--- src/rtl/hazard_md_unit_pkg.sv ---
// Shared constants for the Tuse/Tnew hazard unit: default widths and latencies,
// forwarding select encodings and the "operand not used" Tuse value.
package hazard_md_unit_pkg;

  localparam int RA_W_DEF     = 5;
  localparam int T_W_DEF      = 2;
  localparam int MULT_LAT_DEF = 5;
  localparam int DIV_LAT_DEF  = 10;
  localparam int CNT_W_DEF    = 32;

  // D-stage selects use all four codes; E-stage selects use FWD_ID/FWD_W/FWD_M.
  localparam logic [1:0] FWD_RF = 2'd0;
  localparam logic [1:0] FWD_W  = 2'd1;
  localparam logic [1:0] FWD_M  = 2'd2;
  localparam logic [1:0] FWD_E  = 2'd3;
  localparam logic [1:0] FWD_ID = 2'd0;

  localparam logic [T_W_DEF-1:0] TUSE_NONE = {T_W_DEF{1'b1}};

endpackage

--- src/rtl/hazard_md_unit_md_busy_counter.sv ---
// Mult/div occupancy counter: loads the operation latency when an MD op leaves E,
// then counts down; busy is registered alongside the count.
module md_busy_counter #(
  parameter int CW       = 4,
  parameter int MULT_LAT = 5,
  parameter int DIV_LAT  = 10
) (
  input  logic clk,
  input  logic reset,
  input  logic start_i,
  input  logic div_i,
  output logic busy_o
);

  localparam logic [CW-1:0] MULT_LD = CW'(MULT_LAT);
  localparam logic [CW-1:0] DIV_LD  = CW'(DIV_LAT);
  localparam logic [CW-1:0] ONE     = {{(CW-1){1'b0}}, 1'b1};

  logic [CW-1:0] cnt_q, cnt_d;
  logic          busy_q, busy_d;

  // A new start always reloads, even while busy, so the last start wins.
  always_comb begin
    cnt_d = cnt_q;
    if (start_i) begin
      cnt_d = div_i ? DIV_LD : MULT_LD;
    end else if (cnt_q != '0) begin
      cnt_d = cnt_q - ONE;
    end else begin
      cnt_d = cnt_q;
    end
    busy_d = (cnt_d != '0);
  end

  always_ff @(posedge clk or posedge reset) begin
    if (reset) begin
      cnt_q  <= '0;
      busy_q <= 1'b0;
    end else begin
      cnt_q  <= cnt_d;
      busy_q <= busy_d;
    end
  end

  assign busy_o = busy_q;

endmodule

--- src/rtl/hazard_md_unit.sv ---
// Tuse/Tnew hazard unit for the 5-stage MIPS32 pipeline: D/E forwarding selects,
// data and mult/div stalls, and a saturating stall-cycle counter.
module hazard_md_unit
  import hazard_md_unit_pkg::*;
#(
  parameter int RA_W     = RA_W_DEF,
  parameter int T_W      = T_W_DEF,
  parameter int MULT_LAT = MULT_LAT_DEF,
  parameter int DIV_LAT  = DIV_LAT_DEF,
  parameter int CNT_W    = CNT_W_DEF
) (
  input  logic             clk,
  input  logic             reset,
  input  logic [RA_W-1:0]  rs_D,
  input  logic [RA_W-1:0]  rt_D,
  input  logic [T_W-1:0]   tuse_rs_D,
  input  logic [T_W-1:0]   tuse_rt_D,
  input  logic [RA_W-1:0]  rs_E,
  input  logic [RA_W-1:0]  rt_E,
  input  logic [RA_W-1:0]  writereg_E,
  input  logic [RA_W-1:0]  writereg_M,
  input  logic [RA_W-1:0]  writereg_W,
  input  logic             regwrite_E,
  input  logic             regwrite_M,
  input  logic             regwrite_W,
  input  logic [T_W-1:0]   tnew_E,
  input  logic [T_W-1:0]   tnew_M,
  input  logic             md_op_D,
  input  logic             md_start_E,
  input  logic             md_div_E,
  output logic             stall,
  output logic             flush_E,
  output logic             md_busy,
  output logic [1:0]       forward_AD,
  output logic [1:0]       forward_BD,
  output logic [1:0]       forward_AE,
  output logic [1:0]       forward_BE,
  output logic [CNT_W-1:0] stall_cycles
);

  localparam int MD_MAX = (MULT_LAT > DIV_LAT) ? MULT_LAT : DIV_LAT;
  localparam int MD_CW  = $clog2(MD_MAX + 1);
  localparam logic [CNT_W-1:0] CNT_ONE = {{(CNT_W-1){1'b0}}, 1'b1};

  // $0 is hard-wired, so it can never be a real producer.
  function automatic logic stage_match(input logic rw, input logic [RA_W-1:0] wr,
                                       input logic [RA_W-1:0] src);
    return rw && (wr == src) && (src != '0);
  endfunction

  // A matching stage whose result is not ready yet blocks older producers.
  function automatic logic [1:0] fwd_sel_d(input logic [RA_W-1:0] src);
    logic [1:0] sel;
    if (stage_match(regwrite_E, writereg_E, src)) begin
      sel = (tnew_E == '0) ? FWD_E : FWD_RF;
    end else if (stage_match(regwrite_M, writereg_M, src)) begin
      sel = (tnew_M == '0) ? FWD_M : FWD_RF;
    end else if (stage_match(regwrite_W, writereg_W, src)) begin
      sel = FWD_W;
    end else begin
      sel = FWD_RF;
    end
    return sel;
  endfunction

  function automatic logic [1:0] fwd_sel_e(input logic [RA_W-1:0] src);
    logic [1:0] sel;
    if (stage_match(regwrite_M, writereg_M, src) && (tnew_M == '0)) begin
      sel = FWD_M;
    end else if (stage_match(regwrite_W, writereg_W, src)) begin
      sel = FWD_W;
    end else begin
      sel = FWD_ID;
    end
    return sel;
  endfunction

  function automatic logic data_stall(input logic [RA_W-1:0] src, input logic [T_W-1:0] tuse);
    return (stage_match(regwrite_E, writereg_E, src) && (tnew_E > tuse)) ||
           (stage_match(regwrite_M, writereg_M, src) && (tnew_M > tuse));
  endfunction

  logic stall_rs_s, stall_rt_s, stall_md_s, stall_s;
  logic [CNT_W-1:0] stall_cycles_q, stall_cycles_d;

  md_busy_counter #(
    .CW       (MD_CW),
    .MULT_LAT (MULT_LAT),
    .DIV_LAT  (DIV_LAT)
  ) u_md_cnt (
    .clk     (clk),
    .reset   (reset),
    .start_i (md_start_E),
    .div_i   (md_div_E),
    .busy_o  (md_busy)
  );

  always_comb begin
    stall_rs_s = data_stall(rs_D, tuse_rs_D);
    stall_rt_s = data_stall(rt_D, tuse_rt_D);
    stall_md_s = md_op_D && (md_busy || md_start_E);
    stall_s    = stall_rs_s || stall_rt_s || stall_md_s;
    forward_AD = fwd_sel_d(rs_D);
    forward_BD = fwd_sel_d(rt_D);
    forward_AE = fwd_sel_e(rs_E);
    forward_BE = fwd_sel_e(rt_E);
  end

  assign stall   = stall_s;
  assign flush_E = stall_s;

  always_comb begin
    if (stall_s && (stall_cycles_q != {CNT_W{1'b1}})) begin
      stall_cycles_d = stall_cycles_q + CNT_ONE;
    end else begin
      stall_cycles_d = stall_cycles_q;
    end
  end

  always_ff @(posedge clk or posedge reset) begin
    if (reset) begin
      stall_cycles_q <= '0;
    end else begin
      stall_cycles_q <= stall_cycles_d;
    end
  end

  assign stall_cycles = stall_cycles_q;

endmodule

--- config.mk ---
export PLATFORM = sky130hd
export DESIGN_NAME = hazard_md_unit
export DESIGN_NICKNAME = d
export VERILOG_FILES = /design/src/rtl/hazard_md_unit_pkg.sv /design/src/rtl/hazard_md_unit_md_busy_counter.sv /design/src/rtl/hazard_md_unit.sv
export SDC_FILE = /design/constraint.sdc
export NUM_CORES = 1
export LEC_CHECK = 0
export CAP_MARGIN = 5
export CORE_ASPECT_RATIO = 0.5
export CORE_MARGIN = 8
export CORE_UTILIZATION = 25
export DETAILED_ROUTE_END_ITERATION = 6
export PLACE_DENSITY = 0.58
export RECOVER_POWER = 25
export SLEW_MARGIN = 20
export SYNTH_ARGS = -nofsm -noshare
export SYNTH_HDL_FRONTEND = slang
export SYNTH_HIERARCHICAL = 1
export SYNTH_SLANG_ARGS = --single-unit
--- constraint.sdc ---
create_clock -name clk -period 3.61 [get_ports clk]
set_clock_uncertainty 0.15 [all_clocks]
set_input_delay 0.722 -clock clk [delete_from_list [all_inputs] [get_ports clk]]
set_output_delay 0.722 -clock clk [all_outputs]
set_load 0.02 [all_outputs]
==> out/qor.csv <==
metric;value;unit
hold path cells;1;
logic gate share of total power;36.6;%
Total Routing Usage GR;11.5;%
peak supply drop;0.000227;V
largest net degree at the start of global routing;33;
worst skew pair latency;0.28;ns
Layout area overhead;58.8;%
Max Fclk;282;MHz
Max Fanout on Critical Path;5;
flip-flop and latch count after synthesis;37;
Most Crowded Layer GR;met2;
worst reg2reg endpoint;stall_cycles[1];
met1 Usage GRT;14.5;%
GP Congestion;0.805;
PnR worst setup slack;0.0698;ns
fin crit share;98.1;%
CP endpoint kind;primary output;
Final Hold Vio Count;0;
Clock transition at path regs;0.06;ns
synthesized cell area;0.00295;sq mm
total routed wirelength;9060;um
Synth top area share;31.4;%
dpl ws;-0.410;ns
vias in the first global route;2909;
vias;2758;
Switching Fraction;33.2;%
post-DP HPWL;7360;um
net switching power;0.576;mW
core area;0.0117;sq mm
startpoint types;input port;
Crit Path Class;input port to primary output;
FP Rows;28;
leakage;1.97;nW
TritonCTS Buffers;5;
routing usage on met2;19.5;%
Die Y-Extent;92.8;um
Cell Pwr Density;370;mW/mm^2
register area share after synthesis;31.4;%
worst r2r path cells;9;
synth unique cells;48;
Reg2Reg Setup Slack;0.93;ns
Detailed Routing Iterations Pass 1;4;
DRC Markers;0;
hold_buf cts;0;
number of synthesized flops with an enable pin;0;
first-pass GRT wire length;14800;um
crit path DAT;2.67;ns
initial antenna violation count;0;
aggregate negative setup slack;0;ns
Max-Slew Margin vs Limit;-21.5;%
asr flop ratio synth;100;%
initial cell density of the core;25.3;%
Worst Tran Pin Value;1.82;ns
synth warn;6;
share of layout cells above drive strength 1;23.0;%
fin crit period;3.54;ns
Post-DRT Antenna Nets;0;
Ant. Diodes;0;
post-synthesis cell count;314;
top cells by area, synth;dfrtp_1, xnor2_1, xor2_1, ha_1, nand4_1;
Synth Flop Type;dfrtp_1;
leading area contributor after synthesis;dfrtp_1;
WP data required;2.74;ns
unrepaired setup endpoints after global routing;false;
MaxCap Viol Count;1;
Worst Hold Path EP;stall_cycles[22];
PortBufs;93;
Seq pwr share;33.4;%
met3 Track Usage GR;2.42;%
worst min path class;register to register;
hold_sp;stall_cycles[22];
Total Die Area;0.0158;sq mm
Nets;521;
Die Width;170;um
H-tree levels;2;
Slew Viols, Final;33;
CTS root buf;clkbuf_16;
clk buf depth;2;
Reg-to-Reg Start;stall_cycles[0];
failing checks;max-capacitance violations, max-slew violations;
Via density;4.41;
IO Count;94;
run status;complete, but fails checks;
Cell Int Power;1.16;mW
TritonCTS Sinks;37;
number of fill cells;1167;
syn_area_per_cell;9.40;sq um
total grt overflow;0;
drt wl/cell;14.5;um
Starting DRT DRC Count;65;
syn nets;375;
Clk network pwr share;30.0;%
CTS tree;yes;
Fin Hold WS;0.336;ns
final setup fails;0;
==> power groups by stage <==
stage	clock, mW	sequential [mW]	combinational, mW
after global placement	0	0.588	0.628
after detailed placement	0	0.588	0.633
after global routing	0.550	0.596	0.690
after CTS	0.536	0.581	0.641
final	0.520	0.579	0.635
after floorplan	0	0.650	0.251
==> layout by cell type, fill, tap and decap left out, drive strengths merged, types with 6 or more instances in the layout <==
cell,Yosys,routed
nand2,25,25
nor2,14,14
xnor2,48,48
nand3,8,8
clkbuf,6,9
nand4,18,18
clkdlybuf4s50,0,77
o21ai,7,7
nor3b,6,6
ha,10,10
xor2,32,32
buf,9,63
inv,14,14
nor4,18,18
dfrtp,37,37
nor3,19,19
==> worst max-delay path by stage <==
stage	start	endpoint	cells after the start
4_1_cts	rs_D[1]	forward_AD[1]	7
3_3_place_gp	rt_D[1]	flush_E	8
6_report	rt_D[3]	stall	8
2_1_floorplan	rs_D[1]	forward_AD[0]	4
5_1_grt	rt_D[3]	forward_BD[1]	7
3_5_place_dp	rt_D[2]	stall	8
==> cell families after synthesis <==
kind of cell	share of synthesized area [%]
xor+xnor	23.7
buf+inv	5.04
mux	1.27
simple gates	28.5
flops	31.4
fa+ha+maj	4.24
compound gates	5.85
==> registers in the layout (all words and copies together), names as in the netlist <==
register         count
u_md_cnt/busy_o      1
u_md_cnt/cnt_q       4
stall_cycles        32
==> area by class of cell <==
class	count	area [sq um]	area share, %
Clock inverter	2	37.5	0.801
Timing Repair Buffer	154	1360	29.0
Clock buffer	6	139	2.96
Multi-Input combinational cell	248	1970	41.9
Tap cell	165	206	4.40
Inverter	14	52.6	1.12
Sequential cell	37	926	19.7
==> stage by stage <==
step,instance area (sq um),util (%),power (mW),std cells
floorplan,2950,-,0.900,314
global placement,4450,38.1,1.22,617
detailed placement,4450,38.1,1.22,617
CTS,4650,39.9,1.76,625
global route,4690,40.2,1.84,626
finish,4690,40.2,1.73,626
==> critical path, cell delays in order <==
cell,delay (ns)
clkdlybuf4s50_1,0.42
or4_4,0.50
nor2_4,0.20
o41ai_4,0.09
nor4_4,0.36
buf_4,0.19
inv_2,0.03
buf_2,0.14
==> what timing repair did <==
item	in CTS	in global routing
setup endpoints to repair	10	7
cloned	0	0
setup buffers	0	1
resized for setup	31	16
pin swaps	4	6
==> layer usage <==
layer / vias to the layer above / wire length, um
met5: - / 0
met4: 0 / 94
met3: 8 / 412
met2: 47 / 4330
met1: 1294 / 4230
li1: 1409 / -
==> cells in the mapped netlist (3+ instances only) <==
library cell  count
nor2b_1           5
o21ai_0           5
and3_1            4
a21oi_1           3
buf_6             4
xor2_1           32
ha_1             10
nor3_1           19
nor3b_1           5
or4_1             3
o41ai_1           3
dfrtp_1          37
inv_1            13
and4_1            4
nor2_1           12
nand4_1          18
nand2_1          25
xnor2_1          48
nor4_1           10
nand3_1           7
nor4_2            6
clkbuf_1          6
No activity file was read; power rests on OpenSTA's default activity.
